==> src/rtl/stopwatch_ctrl_pkg.sv <==
// Shared stopwatch state encoding, used by the controller, the display mux and the LED logic.
package stopwatch_pkg;

   typedef enum logic [1:0] {
      ST_IDLE  = 2'd0,
      ST_RUN   = 2'd1,
      ST_LAP   = 2'd2,
      ST_PAUSE = 2'd3
   } sw_state_e;

endpackage

==> src/rtl/stopwatch_ctrl_if.sv <==
// Button/tick inputs and counter/display control outputs of the stopwatch controller.
interface stopwatch_ctrl_if;
   import stopwatch_pkg::*;

   logic       btn_start;
   logic       btn_lap;
   logic       tick;
   logic       count_en;
   logic       cnt_clr;
   logic       disp_freeze;
   logic [1:0] state;

   modport master (
      output btn_start, btn_lap, tick,
      input  count_en, cnt_clr, disp_freeze, state
   );

   modport slave (
      input  btn_start, btn_lap, tick,
      output count_en, cnt_clr, disp_freeze, state
   );

endinterface

==> src/rtl/stopwatch_ctrl_debounce.sv <==
// Synchronize, debounce and edge-detect one raw push-button into a single-cycle press pulse.
// A raw rise sampled at edge 1 sets db at edge DEB_LEN+2 and press is high after edge DEB_LEN+3.
module btn_debounce_pulse #(
   parameter int DEB_LEN = 1000000
) (
   input  logic clk,
   input  logic rst_n,
   input  logic raw,
   output logic press
);
   localparam int CNT_W = $clog2(DEB_LEN);

   logic             meta_q, sync_q;
   logic             db_q, db_d;
   logic             db_dly_q;
   logic             press_q;
   logic [CNT_W-1:0] cnt_q, cnt_d;

   // The stability counter only runs while the synchronized level disagrees with db.
   always_comb begin
      db_d  = db_q;
      cnt_d = '0;
      if (sync_q != db_q) begin
         if (cnt_q == CNT_W'(DEB_LEN - 1)) begin
            db_d = sync_q;
         end else begin
            cnt_d = cnt_q + 1'b1;
         end
      end
   end

   always_ff @(posedge clk or posedge rst_n) begin
      if (rst_n) begin
         meta_q   <= 1'b0;
         sync_q   <= 1'b0;
         db_q     <= 1'b0;
         cnt_q    <= '0;
         db_dly_q <= 1'b0;
         press_q  <= 1'b0;
      end else begin
         meta_q   <= raw;
         sync_q   <= meta_q;
         db_q     <= db_d;
         cnt_q    <= cnt_d;
         db_dly_q <= db_q;
         press_q  <= db_q & ~db_dly_q;
      end
   end

   assign press = press_q;

endmodule

==> src/rtl/stopwatch_ctrl.sv <==
// Run/pause/lap/clear sequencer for the stopwatch counter; state moves DEB_LEN+4 edges after a press.
// count_en is tick gated by the current (pre-transition) state, with no added latency.
module stopwatch_ctrl
   import stopwatch_pkg::*;
#(
   parameter int DEB_LEN = 1000000
) (
   input  logic            clk,
   input  logic            rst_n,
   stopwatch_ctrl_if.slave sw
);
   logic      start_p, lap_p;
   sw_state_e state_q, state_d;
   logic      count_en, cnt_clr, disp_freeze;

   btn_debounce_pulse #(.DEB_LEN(DEB_LEN)) u_start_btn (
      .clk   (clk),
      .rst_n (rst_n),
      .raw   (sw.btn_start),
      .press (start_p)
   );

   btn_debounce_pulse #(.DEB_LEN(DEB_LEN)) u_lap_btn (
      .clk   (clk),
      .rst_n (rst_n),
      .raw   (sw.btn_lap),
      .press (lap_p)
   );

   always_ff @(posedge clk or posedge rst_n) begin
      if (rst_n) begin
         state_q <= ST_IDLE;
      end else begin
         state_q <= state_d;
      end
   end

   // Start is tested first everywhere, so a coincident lap press is dropped.
   always_comb begin
      state_d     = state_q;
      count_en    = 1'b0;
      cnt_clr     = 1'b0;
      disp_freeze = 1'b0;
      case (state_q)
         ST_IDLE: begin
            cnt_clr = 1'b1;
            if (start_p) state_d = ST_RUN;
         end
         ST_RUN: begin
            count_en = sw.tick;
            if (start_p)    state_d = ST_PAUSE;
            else if (lap_p) state_d = ST_LAP;
         end
         ST_LAP: begin
            count_en    = sw.tick;
            disp_freeze = 1'b1;
            if (start_p)    state_d = ST_PAUSE;
            else if (lap_p) state_d = ST_RUN;
         end
         ST_PAUSE: begin
            if (start_p)    state_d = ST_RUN;
            else if (lap_p) state_d = ST_IDLE;
         end
         default: state_d = ST_IDLE;
      endcase
   end

   assign sw.count_en    = count_en;
   assign sw.cnt_clr     = cnt_clr;
   assign sw.disp_freeze = disp_freeze;
   assign sw.state       = state_q;

endmodule

==> src/flat_wrapper.sv <==
// flat-port wrapper written by rule: the top's interface ports become plain ports
module stopwatch_ctrl_flat import stopwatch_pkg::*;
#(
   parameter int DEB_LEN = 1000000
)
  (clk, rst_n, sw_btn_start, sw_btn_lap, sw_tick, sw_count_en, sw_cnt_clr, sw_disp_freeze, sw_state);
  stopwatch_ctrl_if sw_i ();
  input  logic clk;
  input  logic rst_n;
  input wire logic [$bits(sw_i.btn_start)-1:0] sw_btn_start;
  input wire logic [$bits(sw_i.btn_lap)-1:0] sw_btn_lap;
  input wire logic [$bits(sw_i.tick)-1:0] sw_tick;
  output wire logic [$bits(sw_i.count_en)-1:0] sw_count_en;
  output wire logic [$bits(sw_i.cnt_clr)-1:0] sw_cnt_clr;
  output wire logic [$bits(sw_i.disp_freeze)-1:0] sw_disp_freeze;
  output wire logic [$bits(sw_i.state)-1:0] sw_state;
  assign sw_i.btn_start = sw_btn_start;
  assign sw_i.btn_lap = sw_btn_lap;
  assign sw_i.tick = sw_tick;
  assign sw_count_en = sw_i.count_en;
  assign sw_cnt_clr = sw_i.cnt_clr;
  assign sw_disp_freeze = sw_i.disp_freeze;
  assign sw_state = sw_i.state;
  stopwatch_ctrl #(.DEB_LEN(DEB_LEN)) u_core (.clk(clk), .rst_n(rst_n), .sw(sw_i));
endmodule
==> config.mk <==
export PLATFORM = sky130hd
export DESIGN_NAME = stopwatch_ctrl_flat
export DESIGN_NICKNAME = d
export VERILOG_FILES = /design/src/rtl/stopwatch_ctrl_pkg.sv /design/src/rtl/stopwatch_ctrl_if.sv /design/src/rtl/stopwatch_ctrl_debounce.sv /design/src/rtl/stopwatch_ctrl.sv /design/src/flat_wrapper.sv
export SDC_FILE = /design/constraint.sdc
export NUM_CORES = 1
export LEC_CHECK = 0
export ABC_AREA = 1
export CORE_MARGIN = 2
export CORE_UTILIZATION = 45
export CTS_BUF_LIST = sky130_fd_sc_hd__clkbuf_4
export CTS_CLUSTER_SIZE = 12
export DETAILED_ROUTE_END_ITERATION = 10
export HOLD_SLACK_MARGIN = 0.02
export PLACE_DENSITY = 0.63
export SLEW_MARGIN = 20
export SYNTH_ARGS = -nofsm -noshare
export SYNTH_HDL_FRONTEND = slang
export SYNTH_SLANG_ARGS = --single-unit
==> constraint.sdc <==
create_clock -name clk -period 1.7 [get_ports clk]
set_input_delay 0.34 -clock clk [delete_from_list [all_inputs] [get_ports clk]]
set_output_delay 0.34 -clock clk [all_outputs]
set_load 0.005 [all_outputs]
; Word level (Yosys, flattened, before mapping)
; Cells that the tools add are included.
; W data, S select, Z words.
[classes]
addsub = 2
n_eq_ne = 11
muxes = 15
bitwise = 4
n_reduce_logical = 5
[op_table]
columns = operator, count
row1 = $mux W20, 4
row2 = $add A20 B1 Y20 const B, 2
row3 = $eq A20 B20 Y1 const B, 2
row4 = $mux W2, 7
row5 = $ne A3 B3 Y1 const B, 3
row6 = $pmux W2 S4, 1
row7 = $eq A2 B2 Y1 const B, 2
row8 = $reduce_and A2 Y1, 2
row9 = $reduce_and A4 Y1, 1
row10 = $mux W1, 3
row11 = $and A1 B1 Y1, 2
row12 = $eq A2 B1 Y1 const B, 1
row13 = $logic_not A2 Y1, 1
row14 = $ne A1 B1 Y1, 2
row15 = $ne A2 B2 Y1 const B, 1
row16 = $not A1 Y1, 2
row17 = $reduce_or A2 Y1, 1
[word_totals]
register_bits = 52
input_bits = 5
output_inout_bits = 5

; Depth between registers and ports, before layout
; Gate-level depths: netlist of run 1.
[logic_depth]
word_depth = 3
depth_mapped = 9
ltp_nobuf = 9

; Cells and area by module
; Synthesis of run 1 repeated with hierarchy kept, for this count alone.
[hier_totals]
hier_cells = 361
hier_area_um2 = 2916.5
[by_module_without_submodules]
columns = module, n_inst, cells_each, area_per_inst_um2, seq_area_each_um2
row1 = btn_debounce_pulse, 2, 165, 1355.0, 625.6
row2 = stopwatch_ctrl, 1, 31, 206.4, 50.0

; Least setup slack after synthesis of run 1
; No wires, ideal clock.
[synth_timing]
kind = reg-to-reg
startpoint = register u_core.u_start_btn.cnt_q[0]
endpoint = register u_core.u_start_btn.cnt_q[14]
arrival_time_ns = 1.269
required_time_ns = 1.631
setup_slack_ns = 0.362
path_stages_with_launch = 9
path_buffers = 0
path_cell_list = dfrtp_1 ha_1 nand2_1 nor2_8 nand2_2 nor2_4 a21oi_4 nand2_1 nor2_2
[synth_via]
elab_chain_len = 3
elab_cells_between_ends = 4
cone_classes = add/sub: 1 / eq/ne: 1 / mux: 2
[synth_lines]
columns = item, line_no
row1 = from (decl), stopwatch_ctrl_debounce.sv:17  ; logic [CNT_W-1:0] cnt_q, cnt_d;
row2 = from (signal assigned), stopwatch_ctrl_debounce.sv:44  ; cnt_q <= cnt_d;
row3 = $add A20 B1 Y20 / $eq A20 B20 Y1 (equally long branches), "stopwatch_ctrl_debounce.sv:27, stopwatch_ctrl_debounce.sv:24"
row4 = $mux W20 *, stopwatch_ctrl_debounce.sv:24  ; if (cnt_q == CNT_W'(DEB_LEN - 1)) begin
row5 = $mux W20 *, stopwatch_ctrl_debounce.sv:23  ; if (sync_q != db_q) begin
row6 = via u_core.u_start_btn.cnt_d[14], stopwatch_ctrl_debounce.sv:17
; Mark *: on every way through the listed nets, which the timed path passes. The rest lies on a longest branch.
; A chain may end at the register's enable or synchronous reset.

; Worst setup path after layout of run 1
[layout_timing]
startpoint = register u_core.state_q[0], in the netlist u_core.sw.state[0]
endpoint = output sw_count_en
[layout_via]
elab_chain_len = 3
elab_cells_between_ends = 4
cone_classes = eq/ne: 2 / mux: 1 / reduce/logical: 1
[layout_lines]
columns = item, line_no
row1 = from (decl), stopwatch_ctrl.sv:13  ; sw_state_e state_q, state_d;
row2 = from (signal assigned), stopwatch_ctrl.sv:34  ; state_q <= state_d;
row3 = $eq A2 B1 Y1 / $eq A2 B2 Y1 (equally long branches), stopwatch_ctrl.sv:44  ; case (state_q)
row4 = $reduce_or A2 Y1 (no source line) *, --
row5 = $mux W1 *, stopwatch_ctrl.sv:44
row6 = to (decl), flat_wrapper.sv:13  ; output wire logic [$bits(sw_i.count_en)-1:0] sw_count_en;
; Every way passes the cells marked *; elsewhere a longest branch is shown, timed or not.

==> impl_metrics.json, run 1 <==
{
  "num_vias": 2212,
  "crit_start": "u_core.sw.state[0]",
  "routedWlPerCell_um": 11.9,
  "cts_hold_buf": 0,
  "drt-vias-per-instance": 4.87,
  "crit_required_ns": 1.36,
  "clock.fmax_ghz": 0.601,
  "p_leak_nw": 1.49,
  "path_class": "register to output pin",
  "hold_violations": 0,
  "gp_congestion": 0.862,
  "wirelength_um": 5400,
  "hold_ws_ns": 0.303,
  "worst_pin_slew_ns": 0.463,
  "dpl_cell_area_sq_um": 3080,
  "period_needed_ns": 1.66,
  "drv_cap": 0,
  "antennaDiodeCount": 0,
  "antenna_found_initial": 0,
  "fin_crit_sh_pct": 97.9,
  "wl_met3_um": 118,
  "status": "finished clean",
  "cts_tree": "done",
  "nets": 390,
  "worstHoldPathType": "input pin to asynchronous set/reset pin",
  "fp.dieArea_sq_um": 6980,
  "routed.top_layer": "met4",
  "synth.top_cell.area_share_pct": 45.7,
  "grt_max_degree": 53,
  "dp_cells": 442,
  "final-setup-viol-count": 0,
  "cts_buffers": 5,
  "crit_arrival_ns": 1.32,
  "post-place-ws_ns": -0.00682,
  "crit_path_end_kind": "output pin",
  "timing.final.ws_setup_ns": 0.0354,
  "die_w_um": 83.5,
  "vdd_drop_max_mv": 0.435,
  "syn_area_sq_um": 2850,
  "htree_levels": 2,
  "slew_headroom_pct": 69.0,
  "rsz0062_at_grt": "yes",
  "report.final.slew_viol_count": 0,
  "final_area_sq_um": 3220,
  "globalRouteTotalUtil_pct": 17.0,
  "routed-wl-met2_um": 2610,
  "ys_seq_elements": 52,
  "seq_area_frac_synth_pct": 45.7,
  "synth_nets": 365,
  "powerDensity_nw_per_um2": 642,
  "grt_overflow": 0,
  "fin_tns_setup_ns": 0,
  "ctsRootBufferMaster": "clkbuf_4",
  "synth.top_cells.by_area": "dfrtp_1 46%, nor2_1 10%, nand2_1 8.4%",
  "ioPinCount": 10,
  "drc": 0,
  "clockBufferDepth": 2,
  "grt_pass1_wl_um": 9750,
  "initial_utilization_pct": 47.2,
  "crit_fanout": 4,
  "clock_latency_ns": 0.38,
  "grt_pass1_vias": 2133,
  "dr.pass1.iters": 4,
  "syn_area_per_cell_sq_um": 8.06,
  "timing.rr.start": "u_core.sw.state[0]",
  "area_growth_pct": 13.1,
  "ys_warn_count": 0,
  "yosysTopAreaCell": "dfrtp_1",
  "path_clk_slew_ns": 0.16,
  "cts_num_sinks": 52,
  "portBuffers": 9,
  "ys_types": 30,
  "drtIter0Drc": 82,
  "row_count": 28,
  "dpl.hpwl_um": 3940,
  "drt-met1-wl_um": 2580,
  "drive_gt1_share_pct": 17.4,
  "fp.dieH_um": 83.5,
  "start_kind": "register",
  "skew_ns": 0.0158,
  "netlist_instances": 353,
  "fin_cells": 454,
  "ant_nets": 0,
  "core_area_sq_um": 6030
}
## cell type report
class | instances | area [sq um]
repair buffers | 18 | 174
clock buffers | 5 | 37.5
inverters | 46 | 175
multi-input cells | 255 | 1400
well taps | 75 | 93.8
fillers | 594 | 2810
flip-flops and latches | 52 | 1300
clock inverters | 3 | 42.5
## worst max-delay path: stages (launching register included)
cell      delay (ns)
dfrtp_1         0.43
inv_2           0.13
ha_4            0.21
nand2_1         0.05
inv_1           0.03
clkbuf_2        0.10
## where the power goes
part | total [W] | switching, W | internal [W] | leakage, nW
combinational | 0.0000881 | 0.0000571 | 0.0000310 | 0.733
clock | 0.000712 | 0.000405 | 0.000307 | 0.0412
sequential | 0.00127 | 0.0000122 | 0.00125 | 0.712
## per-stage QoR
stage / total power (W) / utilization (%)
finish: 0.00207 / 53.4
global route: 0.00217 / 53.4
CTS: 0.00210 / 53.0
detailed placement: 0.00138 / 51.1
global placement: 0.00138 / 51.1
floorplan: 0.00134 / -
## cell usage after synthesis
library cell	n
ha_1	7
nor2_4	6
xor2_1	11
nor3_1	5
nand3_1	25
nand2_2	10
dfrtp_1	52
nand3_2	3
o21bai_1	2
and2_1	1
nand4_1	5
o21ai_1	2
a211oi_1	1
nor2_2	10
nor3_2	1
a21oi_4	1
nand2_4	1
inv_1	37
inv_4	1
xnor2_2	1
nand2_1	64
nor2_1	79
nor2_8	1
o21ai_0	5
a21oi_1	5
xor2_2	1
nand3b_1	1
nor3b_1	2
xnor2_1	5
inv_2	8
## kinds of logic after synthesis
group,Yosys count,share of synthesized area [%]
simple gates,214,35.5
fa+ha+maj,7,3.08
buf+inv,46,6.15
flops,52,45.7
xor+xnor,18,6.07
compound gates,16,3.47
## flip-flops by register name, indices dropped and copies added, names as in the netlist
register	flops
u_core.u_start_btn.press	1
u_core.u_lap_btn.press	1
u_core.u_start_btn.cnt_q	20
u_core.u_start_btn.db_q	1
u_core.u_start_btn.db_dly_q	1
u_core.sw.state	2
u_core.u_lap_btn.sync_q	1
u_core.u_start_btn.sync_q	1
u_core.u_lap_btn.cnt_q	20
u_core.u_lap_btn.db_dly_q	1
u_core.u_lap_btn.db_q	1
u_core.u_start_btn.meta_q	1
u_core.u_lap_btn.meta_q	1
## per-layer routing
metal	GRT usage (%)	vias to the layer above
met2	28.6	29
met1	22.5	1030
met5	0	-
met4	5.72	0
li1	-	1145
met3	2.67	8
## layout by cell type (no fill, tap or decap), types with 2 or more instances in the layout
cell             instances
nor2_4                   6
nand4_1                  5
clkbuf_4                 5
nand2_2                 10
nor2_2                  10
o21ai_1                  2
buf_6                    2
nand2_1                 64
xor2_1                  11
xnor2_1                  5
ha_4                     2
clkdlybuf4s15_1          2
nand3_1                 25
buf_4                    6
nor2_1                  79
o21bai_1                 2
a21oi_1                  5
clkdlybuf4s50_1          4
nor3b_1                  2
nand3_2                  3
nor3_1                   5
o21ai_0                  5
ha_1                     5
inv_2                   10
dfrtp_1                 52
inv_1                   35
## what timing repair did
| item | in CTS | in global routing |
|---|---|---|
| hold endpoints to repair | 0 | 0 |
| pin swaps | 1 | 0 |
| resized for setup | 10 | 5 |
| setup endpoints to repair | 5 | 4 |
| setup buffers | 1 | 3 |
## worst paths after layout
kind,end,slack [ns],cells after the start
max,sw_count_en,0.04,5
min,u_core.u_start_btn.cnt_q[11],0.30,3
min in group clk,u_core.u_start_btn.sync_q,0.37,0
max reg2reg,u_core.sw.state[0],0.11,10
max in group asynchronous,u_core.u_start_btn.cnt_q[6],1.16,3
min reg2reg,u_core.u_start_btn.sync_q,0.37,0
No activity file was read; power rests on OpenSTA's default activity.
==> inputs of run 2 (changes only) <==
- RECOVER_POWER: unset -> 100
==> impl_metrics.json, run 2 (synthesized netlist as in run 1, its figures left out) <==
{
  "crit_slowest_cell": "dfrtp_1",
  "ioPinCount": 10,
  "gp_congestion": 0.862,
  "period_needed_ns": 1.66,
  "grt_pass1_vias": 2133,
  "path_class": "register to output pin",
  "vdd_drop_max_mv": 0.437,
  "num_vias": 2200,
  "final_common_cell": "nor2_1",
  "clock_latency_ns": 0.38,
  "fp.dieArea_sq_um": 6980,
  "hold_violations": 0,
  "drt-vias-per-instance": 4.85,
  "fin_tns_setup_ns": 0,
  "antenna_found_initial": 0,
  "cts_hold_buf": 0,
  "drv_cap": 0,
  "rsz0062_at_grt": "yes",
  "grt_overflow": 0,
  "wirelength_um": 5470,
  "row_count": 28,
  "cts_num_sinks": 52,
  "dpl.hpwl_um": 3940,
  "report.final.slew_viol_count": 0,
  "crit_fanout": 4,
  "drtIter0Drc": 94,
  "cp_cell_sequence": "inv_2, ha_4, nand2_1, inv_1, clkbuf_2",
  "worst_pin_slew_ns": 1.11,
  "fp.dieH_um": 83.5,
  "drc": 0,
  "area_growth_pct": 11.0,
  "core_area_sq_um": 6030,
  "nets": 390,
  "dp_cells": 442,
  "fin_crit_sh_pct": 97.9,
  "start_kind": "register",
  "crit_arrival_ns": 1.32,
  "final_cell_mix": "81 x nor2_1, 67 x nand2_1, 52 x dfrtp_1, 35 x inv_1, 25 x nand3_1",
  "max_stage_delay_ns": 0.43,
  "portBuffers": 9,
  "grt_pass1_wl_um": 9750,
  "cts_tree": "done",
  "crit_path_end_kind": "output pin",
  "slew_headroom_pct": 26.3,
  "clockBufferDepth": 2,
  "status": "finished clean",
  "worstHoldPathType": "register to register",
  "p_leak_nw": 1.46,
  "globalRouteTotalUtil_pct": 17.0,
  "ctsRootBufferMaster": "clkbuf_4",
  "skew_ns": 0.0179,
  "antennaDiodeCount": 0,
  "htree_levels": 2,
  "powerDensity_nw_per_um2": 652,
  "initial_utilization_pct": 47.2,
  "drive_gt1_share_pct": 15.3,
  "fin_cells": 454,
  "path_clk_slew_ns": 0.16,
  "clock.fmax_ghz": 0.601,
  "routedWlPerCell_um": 12.0,
  "cts_buffers": 5,
  "final-setup-viol-count": 0,
  "dr.pass1.iters": 4,
  "ant_nets": 0,
  "grt_max_degree": 53,
  "die_w_um": 83.5,
  "crit_required_ns": 1.36
}
[run 2: layout make-up]
| cell class | count | area, sq um |
|---|---|---|
| Clock buffer | 5 | 37.5 |
| Clock inverter | 3 | 42.5 |
| Fill cell | 606 | 2870 |
| Inverter | 46 | 175 |
| Multi-Input combinational cell | 255 | 1350 |
| Sequential cell | 52 | 1300 |
| Tap cell | 75 | 93.8 |
| Timing Repair Buffer | 18 | 159 |
[run 2: final timing paths]
| check | startpoint | endpoint | slack (ns) | depth (start not counted) |
|---|---|---|---|---|
| worst min-delay path | u_core.u_start_btn.meta_q | u_core.u_start_btn.sync_q | 0.37 | 0 |
| worst min register to register | u_core.u_start_btn.meta_q | u_core.u_start_btn.sync_q | 0.37 | 0 |
| worst max-delay path | u_core.sw.state[0] | sw_count_en | 0.04 | 5 |
| worst max register to register | u_core.sw.state[0] | u_core.sw.state[0] | 0.11 | 10 |
| min in group asynchronous | rst_n | u_core.u_start_btn.cnt_q[11] | 0.61 | 3 |
| max in group asynchronous | rst_n | u_core.u_start_btn.cnt_q[6] | 0.41 | 3 |
[run 2: routing by layer]
layer  up-vias  track usage (%)  routed length, um
li1       1143                -                  -
met1      1015             22.5               2610
met2        34             28.6               2630
met3         8             2.67                146
met4         0             5.72                 91
met5         -                0                  0
[run 2: through the flow]
step | setup WS [ns] | power (W) | area, sq um | hold slack (ns) | util [%]
after floorplan | 0.102 | 0.00134 | 2850 | 0.331 | -
after global placement | -0.00663 | 0.00138 | 3080 | 0.334 | 51.1
after detailed placement | -0.00682 | 0.00138 | 3080 | 0.335 | 51.1
after CTS | -0.0771 | 0.00210 | 3190 | 0.309 | 53.0
after global routing | -0.0387 | 0.00216 | 3160 | 0.380 | 52.4
final | 0.0360 | 0.00206 | 3160 | 0.367 | 52.4
[run 2: worst max-delay path: cells and delay by family, from the launching register on]
kind                     cells  cell delay [ns]
flip-flops                   1             0.43
buffers and inverters        3             0.26
adder cells (fa/ha/maj)      1             0.21
AND/OR/NAND/NOR              1             0.05
[run 2: timing repair]
item,in CTS,in global routing
setup endpoints to repair,5,4
buffers inserted,1,3
pin swaps,1,0
gates resized for setup,10,5
[run 2: power breakdown]
| group | leakage, nW | switching [W] | internal (W) | total (W) |
|---|---|---|---|---|
| clock | 0.0412 | 0.000407 | 0.000307 | 0.000714 |
| combinational | 0.705 | 0.0000560 | 0.0000255 | 0.0000815 |
| sequential | 0.712 | 0.0000119 | 0.00125 | 0.00127 |
==> inputs of run 3 (changes only) <==
- CORE_MARGIN: 2 -> unset
- SLEW_MARGIN: 20 -> unset
==> impl_metrics.json, run 3 (synthesized netlist as in run 1, its figures left out) <==
{
  "fin_total_pwr_w": 0.00205,
  "hold_end": "u_core.u_start_btn.sync_q",
  "busiest_layer": "met2",
  "cts_buffers": 5,
  "nets": 391,
  "crit_path_end_kind": "output pin",
  "grt_use_met3_pct": 3.44,
  "core_area_sq_um": 6030,
  "rr_worst_depth": 3,
  "ioPinCount": 10,
  "status": "finished clean",
  "rsz0062_at_grt": "yes",
  "fin_crit_sh_pct": 96.7,
  "final_common_cell": "nor2_1",
  "grtUsageMet1_pct": 24.2,
  "rrSetupSlack_ns": 0.09,
  "cts_hold_buf": 0,
  "report.final.slew_viol_count": 0,
  "portBuffers": 9,
  "skew_ns": 0.0214,
  "antenna_found_initial": 0,
  "vdd_drop_max_mv": 0.412,
  "cts_num_sinks": 52,
  "final-setup-viol-count": 0,
  "multi_input_area_sq_um": 1340,
  "num_vias": 2176,
  "powerDensity_nw_per_um2": 651,
  "htree_levels": 2,
  "dpl_cell_area_sq_um": 3090,
  "fp.dieArea_sq_um": 6650,
  "dpl.hpwl_um": 3900,
  "drtIter0Drc": 111,
  "worstHoldPathType": "register to register",
  "hold_violations": 0,
  "gp_congestion": 0.839,
  "grt_overflow": 0,
  "min_path_cells": 0,
  "grt_pass1_wl_um": 9360,
  "antennaDiodeCount": 0,
  "p_leak_nw": 1.46,
  "timing.rr.start": "u_core.u_lap_btn.db_q",
  "drv_cap": 0,
  "crit_required_ns": 1.36,
  "nFillCells": 573,
  "cts_tree": "done",
  "fp.dieH_um": 81.5,
  "crit_arrival_ns": 1.30,
  "drc": 0,
  "ctsRootBufferMaster": "clkbuf_4",
  "ant_nets": 0,
  "dr.pass1.iters": 4,
  "clock_latency_ns": 0.37,
  "area_growth_pct": 10.8,
  "worstReg2RegEnd": "u_core.u_lap_btn.cnt_q[8]",
  "wirelength_um": 5420,
  "die_w_um": 81.5,
  "routedWlPerCell_um": 11.9,
  "area.sequential_sq_um": 1300,
  "slew_headroom_pct": 24.6,
  "clock.fmax_ghz": 0.608,
  "row_count": 28,
  "final_cell_mix": "84 x nor2_1, 67 x nand2_1, 52 x dfrtp_1, 35 x inv_1, 26 x nand3_1",
  "clockBufferDepth": 2,
  "globalRouteTotalUtil_pct": 18.6,
  "path_clk_slew_ns": 0.16,
  "period_needed_ns": 1.64,
  "fin_tns_setup_ns": 0,
  "final_area_sq_um": 3150,
  "worstHoldStart": "u_core.u_start_btn.meta_q",
  "grt_pass1_vias": 2039,
  "drt-vias-per-instance": 4.78,
  "grt_max_degree": 53,
  "crit_fanout": 4,
  "initial_utilization_pct": 47.2,
  "start_kind": "register",
  "path_class": "register to output pin",
  "drive_gt1_share_pct": 14.5,
  "grt_util_met2_pct": 31.3,
  "worst_pin_slew_ns": 1.13
}
-- run 3: cell count changes in the layout (fill, tap and decap cells not counted), sizes merged --
cell | before | now
clkbuf | 6 | 7
clkdlybuf4s15 | 2 | 1
clkinv | 2 | 3
dlygate4sd2 | 1 | 2
clkinvlp | 1 | 0
-- run 3: how the worst max path moves through the flow --
stage / end / start / cells past startpoint
5_1_grt: u_core.u_lap_btn.cnt_q[8] / u_core.u_lap_btn.sync_q / 3
3_5_place_dp: sw_count_en / sw_tick / 4
3_3_place_gp: sw_count_en / sw_tick / 4
2_1_floorplan: u_core.sw.state[0] / rst_n / 1
6_report: sw_count_en / u_core.sw.state[0] / 5
4_1_cts: sw_state[0] / u_core.sw.state[0] / 2
-- run 3: power by group --
part | switching (W) | total, W | internal (W)
Combinational | 0.0000578 | 0.0000832 | 0.0000253
Sequential | 0.0000122 | 0.00127 | 0.00125
Clock | 0.000395 | 0.000703 | 0.000308
Total | 0.000465 | 0.00205 | 0.00159
-- run 3: worst max-delay path: stages (launching register included) --
cell	delay (ns)
dfrtp_1	0.43
inv_2	0.12
ha_4	0.21
nand2_2	0.05
inv_2	0.03
clkbuf_2	0.09
-- run 3: per-stage QoR --
| step | instances | worst slack, ns | hold slack (ns) | util (%) |
|---|---|---|---|---|
| 6_report | 455 | 0.0563 | 0.369 | 52.3 |
| 5_1_grt | 455 | -0.0205 | 0.389 | 52.3 |
| 4_1_cts | 451 | -0.0778 | 0.317 | 52.8 |
| 3_5_place_dp | 443 | -0.000605 | 0.340 | 51.2 |
| 3_3_place_gp | 443 | -0.00739 | 0.335 | 51.2 |
| 2_1_floorplan | 353 | 0.102 | 0.331 | - |
-- run 3: repair_timing --
action                                  CTS  global route
setup buffers                             0             4
hold endpoints to repair                  0             0
endpoints found under the setup margin    5             3
gates resized for setup                   9             7
pin swaps                                 0             2
-- run 3: per-layer routing --
| layer | share of wire [%] | up-vias |
|---|---|---|
| met5 | 0 | - |
| met4 | 1.5 | 0 |
| met3 | 1.8 | 9 |
| met2 | 48 | 19 |
| met1 | 49 | 1000 |
| li1 | - | 1148 |
-- run 3: cell type report --
cell class	instances	area share [%]
Multi-Input combinational cell	255	42.4
Sequential cell	52	41.3
Inverter	46	5.56
Timing Repair Buffer	19	5.24
Tap cell	75	2.98
Clock inverter	3	1.35
Clock buffer	5	1.19
